==> config.mk <==
export PLATFORM = sky130hd
export DESIGN_NAME = alu_seq
export DESIGN_NICKNAME = d
export VERILOG_FILES = /design/src/rtl/alu_seq.sv
export SDC_FILE = /design/constraint.sdc
export NUM_CORES = 1
export LEC_CHECK = 0
export BUFFER_PORTS_ARGS = -buffer_cell sky130_fd_sc_hd__buf_2
export CORE_MARGIN = 2
export CORE_UTILIZATION = 65
export CTS_CLUSTER_SIZE = 25
export DETAILED_ROUTE_END_ITERATION = 10
export MAX_ROUTING_LAYER = met4
export PLACE_DENSITY = 0.94
export SYNTH_ARGS = -nofsm -noshare
export SYNTH_HDL_FRONTEND = slang
export SYNTH_SLANG_ARGS = --single-unit
==> constraint.sdc <==
create_clock -name clk -period 3.2 [get_ports clk]
set_input_delay 0.32 -clock clk [delete_from_list [all_inputs] [get_ports clk]]
set_output_delay 0.32 -clock clk [all_outputs]
set_load 0.03 [all_outputs]
==> src/rtl/alu_seq.sv <==
// Handshaked unsigned ALU: single-cycle NOP/MUL/ADD/SUB plus an iterative restoring divider.
// Results and flags are registered and held in DONE until the consumer accepts them.
module alu_seq #(
  parameter int unsigned WIDTH = 16,
  parameter bit          SAT   = 1'b0
) (
  input  logic             clk,
  input  logic             rst_n,
  input  logic             in_valid,
  output logic             in_ready,
  input  logic [WIDTH-1:0] in1,
  input  logic [WIDTH-1:0] in2,
  input  logic [2:0]       alu_ctrl,
  output logic             out_valid,
  input  logic             out_ready,
  output logic [WIDTH-1:0] out,
  output logic             zflag,
  output logic             ovf,
  output logic             dz,
  output logic             err
);

  localparam int unsigned CW = $clog2(WIDTH);

  typedef enum logic [1:0] {IDLE, DIV, DONE} state_t;

  state_t             state, state_nxt;
  logic [CW-1:0]      cnt;
  logic [WIDTH-1:0]   dvsr, quo, rem;
  logic               accept, start_div;

  logic [2*WIDTH-1:0] prod;
  logic [WIDTH:0]     sum, diff;
  logic [WIDTH-1:0]   res;
  logic               res_ovf, res_dz, res_err;

  logic [WIDTH:0]     rem_sh, trial;
  logic               take;
  logic [WIDTH-1:0]   rem_nxt, quo_nxt;

  assign in_ready  = (state == IDLE) || ((state == DONE) && out_ready);
  assign out_valid = (state == DONE);
  assign accept    = in_valid && in_ready;
  assign start_div = (alu_ctrl == 3'b100) && (in2 != '0);

  always_ff @(posedge clk or negedge rst_n) begin
    if (!rst_n) state <= IDLE;
    else        state <= state_nxt;
  end

  always_comb begin
    state_nxt = state;
    case (state)
      IDLE: if (accept) state_nxt = start_div ? DIV : DONE;
      DIV:  if (cnt == '0) state_nxt = DONE;
      DONE: if (out_ready) state_nxt = !in_valid ? IDLE : (start_div ? DIV : DONE);
      default: state_nxt = IDLE;
    endcase
  end

  always_comb begin
    prod    = {{WIDTH{1'b0}}, in1} * {{WIDTH{1'b0}}, in2};
    sum     = {1'b0, in1} + {1'b0, in2};
    diff    = {1'b0, in1} - {1'b0, in2};
    res     = '0;
    res_ovf = 1'b0;
    res_dz  = 1'b0;
    res_err = 1'b0;
    case (alu_ctrl)
      3'b000: res = out;
      3'b001: begin
        res_ovf = |prod[2*WIDTH-1:WIDTH];
        res     = (SAT && res_ovf) ? '1 : prod[WIDTH-1:0];
      end
      3'b010: begin
        res_ovf = sum[WIDTH];
        res     = (SAT && res_ovf) ? '1 : sum[WIDTH-1:0];
      end
      3'b011: begin
        res_ovf = diff[WIDTH];
        res     = (SAT && res_ovf) ? '0 : diff[WIDTH-1:0];
      end
      // Only the divide-by-zero case completes here; non-zero divisors go through DIV.
      3'b100: begin
        res    = '1;
        res_dz = 1'b1;
      end
      default: res_err = 1'b1;
    endcase
  end

  // One restoring step: shift in the next dividend bit, subtract if it fits.
  always_comb begin
    rem_sh  = {rem, quo[WIDTH-1]};
    trial   = rem_sh - {1'b0, dvsr};
    take    = !trial[WIDTH];
    rem_nxt = take ? trial[WIDTH-1:0] : rem_sh[WIDTH-1:0];
    quo_nxt = {quo[WIDTH-2:0], take};
  end

  always_ff @(posedge clk or negedge rst_n) begin
    if (!rst_n) begin
      out   <= '0;
      zflag <= 1'b1;
      ovf   <= 1'b0;
      dz    <= 1'b0;
      err   <= 1'b0;
      cnt   <= '0;
      dvsr  <= '0;
      quo   <= '0;
      rem   <= '0;
    end else if (accept) begin
      if (start_div) begin
        dvsr <= in2;
        quo  <= in1;
        rem  <= '0;
        cnt  <= CW'(WIDTH - 1);
      end else begin
        out   <= res;
        zflag <= (res == '0);
        ovf   <= res_ovf;
        dz    <= res_dz;
        err   <= res_err;
      end
    end else if (state == DIV) begin
      rem <= rem_nxt;
      quo <= quo_nxt;
      cnt <= cnt - 1'b1;
      if (cnt == '0) begin
        out   <= quo_nxt;
        zflag <= (quo_nxt == '0);
        ovf   <= 1'b0;
        dz    <= 1'b0;
        err   <= 1'b0;
      end
    end
  end

endmodule

==> impl_metrics.json, run 1 <==
{
  "status": "stopped before the end",
  "stop_stage": "global routing (5_1_grt)",
  "tool.error": "[ERROR GRT-0116] Global routing finished with congestion. Check the congestion regions in the DRC Viewer.",
  "grt_overflow": 172,
  "dp_cells": 2285,
  "grt_max_degree": 41,
  "fp-row-count": 54,
  "cts.sinks": 74,
  "syn_avg_cell_area_um2": 8.359,
  "ys_async_sr_fraction_pct": 100.0,
  "place_ws_ns": -3.547,
  "ios": 61,
  "synthDistinctLibCells": 78,
  "htreeDepth": 3,
  "cts_buffer_depth": 2,
  "yosys_warnings": 0,
  "cts_inserted_buffers": 9,
  "place.gp.congestion": 1.044,
  "grt_usage_pct": 73.75,
  "cts_hold_buf": 0,
  "synth-edff-count": 0,
  "cts_root_buffer": "clkbuf_16",
  "syn_nets": 2132,
  "initial_utilization_pct": 66.55,
  "grt_pass1_wl_um": 129900,
  "ys.flop_type": "dfrtp_1",
  "syn_area_um2": 14570,
  "die_w_um": 153.7,
  "die_height_um": 153.7,
  "ys_seq_area_share_pct": 12.72,
  "dpl.hpwl_um": 41970,
  "grt_pass1_vias": 21080,
  "portBuffers": 60,
  "ys_ff_latch": 74,
  "synth_cells": 1743
}
==> routing by layer <==
metal	overflow	GRT usage, %
met5	-	-
met4	80	80.08
met3	2	55.69
met2	88	87.68
met1	2	70.73
==> cells in the mapped netlist, drive strengths merged (6+ instances only) <==
| cell | n | share of area (%) |
|---|---|---|
| inv | 277 | 7.1 |
| nand2 | 253 | 6.5 |
| fa | 197 | 27 |
| ha | 153 | 13 |
| and2 | 111 | 4.8 |
| o21ai | 99 | 3.4 |
| nor2 | 78 | 2.0 |
| a21oi | 75 | 2.7 |
| dfrtp | 73 | 13 |
| clkbuf | 68 | 1.8 |
| xnor2 | 27 | 1.6 |
| mux2i | 22 | 1.5 |
| nand3 | 20 | 0.69 |
| nor3 | 20 | 0.69 |
| a22oi | 19 | 0.98 |
| a211oi | 17 | 0.88 |
| o211ai | 16 | 0.82 |
| xor2 | 15 | 0.90 |
| a21o | 14 | 0.72 |
| nor2b | 14 | 0.60 |
| nor4 | 14 | 0.64 |
| or3 | 14 | 0.64 |
| o21a | 12 | 0.62 |
| o31ai | 12 | 0.62 |
| nand4 | 11 | 0.47 |
| nand2b | 10 | 0.43 |
| buf | 9 | 0.41 |
| a2111oi | 8 | 0.58 |
| a31oi | 8 | 0.34 |
| o21bai | 7 | 0.36 |
| o311ai | 6 | 0.48 |
==> cells by family after synthesis <==
logic type / count (synthesis) / share of synthesized area [%]
AOI/OAI and AO/OA: 337 / 15.20
adders and majority gates: 350 / 40.21
and+or+nand+nor: 563 / 18.39
xor gates and xnor gates: 42 / 2.525
muxes: 23 / 1.589
buffers and inverters: 354 / 9.370
DFF: 74 / 12.72
==> per-stage QoR <==
stage                     instance area, µm²  utilization, %  TNS [ns]  hold slack [ns]
after floorplan                        14990               -    -20.81          0.02441
after CTS                              18620           85.07    -25.30           0.1374
after global placement                 17320           79.13    -30.53           0.4600
after detailed placement               17320           79.13    -34.56           0.4870
==> timing repair <==
| item | 4_1_cts |
|---|---|
| endpoints found under the setup margin | 31 |
| buffers inserted | 24 |
| pin swaps | 62 |
| cloned | 1 |
| resized for setup | 192 |
==> run 2, diff against run 1 <==
CORE_UTILIZATION = 40   (was 65)
CTS_CLUSTER_SIZE = unset   (was 25)
MAX_ROUTING_LAYER = unset   (was met4)
PLACE_DENSITY = unset   (was 0.94)
PLACE_DENSITY_LB_ADDON = 0.15   (was unset)
==> impl_metrics.json, run 2 <==
{
  "status": "complete, but fails checks",
  "violations": "setup timing",
  "layout_common_cells": "buf_4 (288), inv_1 (262), nand2_1 (245)",
  "diodes": 0,
  "area_growth_pct": 32.53,
  "tritoncts": "built",
  "dpl.hpwl_um": 37630,
  "yosysTopAreaCell": "fa_1",
  "synthSimpleGateAreaFrac_pct": 18.39,
  "max-slew-margin-rel_pct": 33.80,
  "routed_wl_um": 45550,
  "synth_xor_area_share_pct": 2.525,
  "core_um2": 35740,
  "syn_avg_cell_area_um2": 8.359,
  "end_kind": "flop",
  "path_delay_family": "adder cells",
  "cts_hold_buf": 0,
  "slew_violations": 0,
  "synth_common_cells": "inv_1 (277), nand2_1 (253), fa_1 (197)",
  "tightestPinTransition_ns": 0.9930,
  "synth_compound_area_share_pct": 15.20,
  "crit_type": "input pin to flop",
  "critical_path_depth": 21,
  "clkLatencyLatePin_ns": 0.35,
  "nets": 2454,
  "synth_top_family_by_area": "adder cells",
  "cp_common_cell": "fa_1",
  "cts_buffer_depth": 2,
  "worstHoldPathType": "input pin to async pin",
  "cp_max_fo": 6,
  "synth-edff-count": 0,
  "synthDistinctLibCells": 78,
  "wl_per_cell_um": 18.00,
  "grt_pass1_wl_um": 73850,
  "fin_crit_sh_pct": 185.6,
  "yosys_warnings": 0,
  "yosysMostFrequentCell": "inv_1",
  "drtIter0Drc": 806,
  "fin_crit_ns": 5.940,
  "grt_max_degree": 75,
  "grt_pass1_vias": 13670,
  "syn_nets": 2132,
  "fp-row-count": 69,
  "htreeDepth": 3,
  "finalHoldViolations": 0,
  "cts_root_buffer": "clkbuf_16",
  "fmax_ghz": 0.1684,
  "cts.clk_slew.worst_paths_ns": 0.07,
  "rsz0062_at_grt": "yes",
  "synth_cells": 1743,
  "worst_path_max_delay_cell": "fa_2",
  "maxCapViolations": 0,
  "drive_gt1_share_pct": 27.34,
  "syn_area_um2": 14570,
  "slowest_delay_ns": 0.55,
  "ys.flop_type": "dfrtp_1",
  "ios": 61,
  "ys_ff_latch": 74,
  "required_ns": 3.41,
  "synth_top_area_share_pct": 27.07,
  "final_common_cell": "buf_4",
  "cts_inserted_buffers": 9,
  "die_w_um": 194.8,
  "cts.sinks": 74,
  "grt_usage_pct": 24.61,
  "via_count": 13310,
  "ys_seq_area_share_pct": 12.72,
  "portBuffers": 60,
  "drc_errors": 0,
  "ys_async_sr_fraction_pct": 100.0,
  "vias_per_cell": 5.257,
  "start_kind": "input pin",
  "finalSetupViolCount": 14,
  "dieArea_um2": 37960,
  "fin_setup_tns_ns": -23.78,
  "synthMuxAreaShare_pct": 1.589,
  "grt_overflow": 0,
  "arrival_ns": 6.15,
  "cp.buffers_inverters": 3,
  "ant_nets": 0,
  "dr.pass1.iters": 5,
  "initial_utilization_pct": 40.76,
  "timing.final.ws_setup_ns": -2.740,
  "fin_worst_skew_ns": 0.01009,
  "path_cells": "clkbuf_4, ha_2, inv_1, fa_1, fa_1, fa_1, fa_2, fa_2, fa_1, inv_1, ha_1, nand3_1, a211oi_1, or4b_1, a2111o_1, a2111oi_2, nand4_1, nor4_2, nand4b_1, nor4_2, a41oi_1",
  "synth_fa_ha_area_share_pct": 40.21,
  "synthTopCellsByArea": "fa_1 (27%), ha_1 (13%), dfrtp_1 (13%), inv_1 (7.1%), nand2_1 (6.5%)",
  "antenna_found_initial": 0,
  "reg2regPathDepth": 13,
  "place.gp.congestion": 0.8820,
  "die_height_um": 194.8
}
-- run 2: cell counts after synthesis --
Identical to the previous run, type by type.
-- run 2: metrics by stage --
step	cell area (µm²)	std cells	hold slack, ns	setup slack [ns]	util [%]
after floorplan	14990	1743	0.02441	-2.663	-
after global placement	17860	2488	0.4631	-3.059	49.96
after detailed placement	17860	2488	0.4717	-3.255	49.96
after CTS	18900	2518	0.1776	-2.774	52.88
after global routing	19310	2531	0.2001	-2.980	54.02
final	19310	2531	0.1337	-2.740	54.02
-- run 2: final timing paths --
check                                          from                    to  slack [ns]
min in group clk                          out_ready  state[1]$_DFFE_PN0P_        0.20
worst max register to register  dvsr[5]$_DFFE_PN0P_    rem[0]$_DFFE_PN0P_        0.14
worst min register to register      err$_DFFE_PN0P_       err$_DFFE_PN0P_        0.48
worst min-delay path                          rst_n    out[1]$_DFFE_PN0P_        0.13
worst max-delay path                         in2[9]       ovf$_DFFE_PN0P_       -2.74
max in group asynchronous                     rst_n   rem[10]$_DFFE_PN0P_        2.42
-- run 2: cell type report --
type                            count  area [µm²]
Tap cell                          461       576.8
Timing Repair Buffer              388        3258
Sequential cell                    74        1853
Fill cell                        3426       16430
Clock buffer                       10       229.0
Multi-Input combinational cell   1315       12210
Inverter                          277        1040
Clock inverter                      6       137.6
-- run 2: what timing repair did --
item,in CTS,in global routing
gates resized for setup,141,73
setup buffers,16,15
gates cloned,1,0
setup endpoints to repair,17,32
pin swaps,45,50
-- run 2: cells by family after synthesis --
group / Yosys count
and+or+nand+nor: 563
buffers and inverters: 354
adders and majority gates: 350
AOI/OAI and AO/OA: 337
DFF: 74
xor gates and xnor gates: 42
muxes: 23
-- run 2: routing by layer --
metal / vias to the layer above / share of wire (%) / global-route usage, %
met1: 6626 / 47 / 35.19
met2: 282 / 48 / 41.32
met5: - / 0 / 0
met4: 0 / 1.5 / 4.326
li1: 6367 / - / -
met3: 30 / 3.7 / 1.961
Power of run 2 is not shown: default switching activity piles up to over one toggle a cycle in this logic, so the estimate is an artifact.
==> run 3, diff against run 2 <==
--- a/config.mk
+++ b/config.mk
@@ -7,4 +7,5 @@
 export LEC_CHECK = 0
 export BUFFER_PORTS_ARGS = -buffer_cell sky130_fd_sc_hd__buf_2
+export CORE_ASPECT_RATIO = 1.25
 export CORE_MARGIN = 2
 export CORE_UTILIZATION = 40
==> constraint.sdc (replaced) <==
create_clock -name clk -period 3.2 [get_ports clk]
set_input_delay 0.16 -clock clk [delete_from_list [all_inputs] [get_ports clk]]
set_output_delay 0.16 -clock clk [all_outputs]
set_load 0.03 [all_outputs]
==> impl_metrics.json, run 3 (synthesis results as in run 2) <==
{
  "grt_overflow": 0,
  "grt_pass1_wl_um": 74940,
  "slew_violations": 0,
  "fin_worst_skew_ns": 0.01866,
  "nets": 2447,
  "arrival_ns": 5.84,
  "vias_per_cell": 5.254,
  "via_count": 13360,
  "clkLatencyLatePin_ns": 0.36,
  "fin_crit_sh_pct": 175.8,
  "area_growth_pct": 32.11,
  "finalSetupViolCount": 14,
  "rsz0062_at_grt": "yes",
  "portBuffers": 60,
  "hold_slack_ns": -0.04160,
  "drive_gt1_share_pct": 27.48,
  "worst_path_max_delay_cell": "fa_2",
  "dpl.hpwl_um": 39100,
  "final_area_um2": 19250,
  "cp_max_fo": 8,
  "routed_wl_um": 47390,
  "initial_utilization_pct": 40.35,
  "ios": 61,
  "cp.buffers_inverters": 5,
  "antenna_found_initial": 0,
  "violations": "hold timing, setup timing",
  "wl_per_cell_um": 18.63,
  "fin_cells": 2543,
  "status": "complete, but fails checks",
  "dr.pass1.iters": 5,
  "dp_cells": 2504,
  "finalHoldViolations": 30,
  "grt_usage_pct": 25.08,
  "die_height_um": 217.4,
  "cts_root_buffer": "clkbuf_16",
  "fin_setup_tns_ns": -20.95,
  "fmax_ghz": 0.1778,
  "ant_nets": 0,
  "max-slew-margin-rel_pct": 32.97,
  "fp-row-count": 78,
  "slowest_delay_ns": 0.59,
  "cts_inserted_buffers": 9,
  "tritoncts": "built",
  "cts_buffer_depth": 2,
  "path_delay_family": "adder cells",
  "cts.sinks": 74,
  "maxCapViolations": 0,
  "grt_max_degree": 75,
  "required_ns": 3.42,
  "fin_crit_ns": 5.626,
  "layout_common_cells": "buf_4 (283), inv_1 (257), nand2_1 (246)",
  "grt_pass1_vias": 13840,
  "diodes": 0,
  "tightestPinTransition_ns": 1.005,
  "path_cells": "buf_6, buf_6, nand2_2, fa_1, inv_1, fa_1, inv_1, fa_1, fa_2, fa_2, fa_1, inv_1, ha_1, nand3_1, a211oi_1, or4b_1, a2111o_1, a2111oi_2, nand4_1, nor4_2, nand4b_1, nor4_2, a41oi_1",
  "timing.final.ws_setup_ns": -2.426,
  "final_common_cell": "buf_4",
  "placed_cell_area_um2": 17810,
  "place.gp.congestion": 0.9044,
  "cts.clk_slew.worst_paths_ns": 0.08,
  "drc_errors": 0,
  "crit_type": "input pin to flop",
  "worstHoldPathType": "input pin to async pin",
  "dieArea_um2": 37980,
  "start_kind": "input pin",
  "drtIter0Drc": 768,
  "die_w_um": 174.7,
  "core_um2": 36110,
  "htreeDepth": 3,
  "end_kind": "flop",
  "cp_common_cell": "fa_1"
}
==> run 3: layer usage <==
layer	track usage, %	wire length [µm]	vias to the layer above
li1	-	-	6355
met1	32.36	20320	6666
met2	44.90	23930	274
met3	2.254	1741	67
met4	6.778	1394	0
met5	0	0	-
==> run 3: final cells by class <==
class / count / area [µm²]
clock buffers: 9 / 225.2
repair buffers: 381 / 3183
multi-input cells: 1315 / 12260
well taps: 480 / 600.6
inverters: 277 / 1042
fillers: 3482 / 16860
clock inverters: 7 / 83.83
flip-flops and latches: 74 / 1853
==> run 3: through the flow <==
stage / setup slack [ns] / utilization [%]
4_1_cts: -2.475 / 52.04
2_1_floorplan: -2.503 / -
3_3_place_gp: -2.986 / 49.31
5_1_grt: -2.690 / 53.30
6_report: -2.426 / 53.30
3_5_place_dp: -3.019 / 49.31
==> run 3: timing repair <==
item	CTS	global route
setup buffers	12	11
pin swaps	37	54
cloned	0	3
hold buffers	0	0
resized for setup	158	70
endpoints found under the setup margin	29	32
==> run 3: worst reg2reg max path, stage by stage (launching register included) <==
cell and delay, ns:
dfrtp_1 0.36, inv_1 0.13, ha_4 0.23, o21a_1 0.18
o21ai_2 0.15, a21boi_1 0.13, a21boi_2 0.19, o41a_1 0.45
a41oi_2 0.26, a21oi_2 0.11, xor2_2 0.18, buf_6 0.14
clkbuf_16 0.17, buf_4 0.15, o31ai_1 0.26, a21o_1 0.11
==> run 3: worst paths after layout <==
| path | from | endpoint | slack [ns] | cells after the start |
|---|---|---|---|---|
| max | in2[4] | ovf$_DFFE_PN0P_ | -2.43 | 23 |
| min | rst_n | rem[1]$_DFFE_PN0P_ | -0.04 | 1 |
| max reg2reg | dvsr[5]$_DFFE_PN0P_ | zflag$_DFFE_PN1P_ | -0.02 | 15 |
| min reg2reg | err$_DFFE_PN0P_ | err$_DFFE_PN0P_ | 0.49 | 2 |
| max in group asynchronous | rst_n | rem[9]$_DFFE_PN0P_ | 2.56 | 1 |
| min in group clk | out_ready | state[1]$_DFFE_PN0P_ | 0.05 | 2 |
Power of run 3 is left out for the same reason.
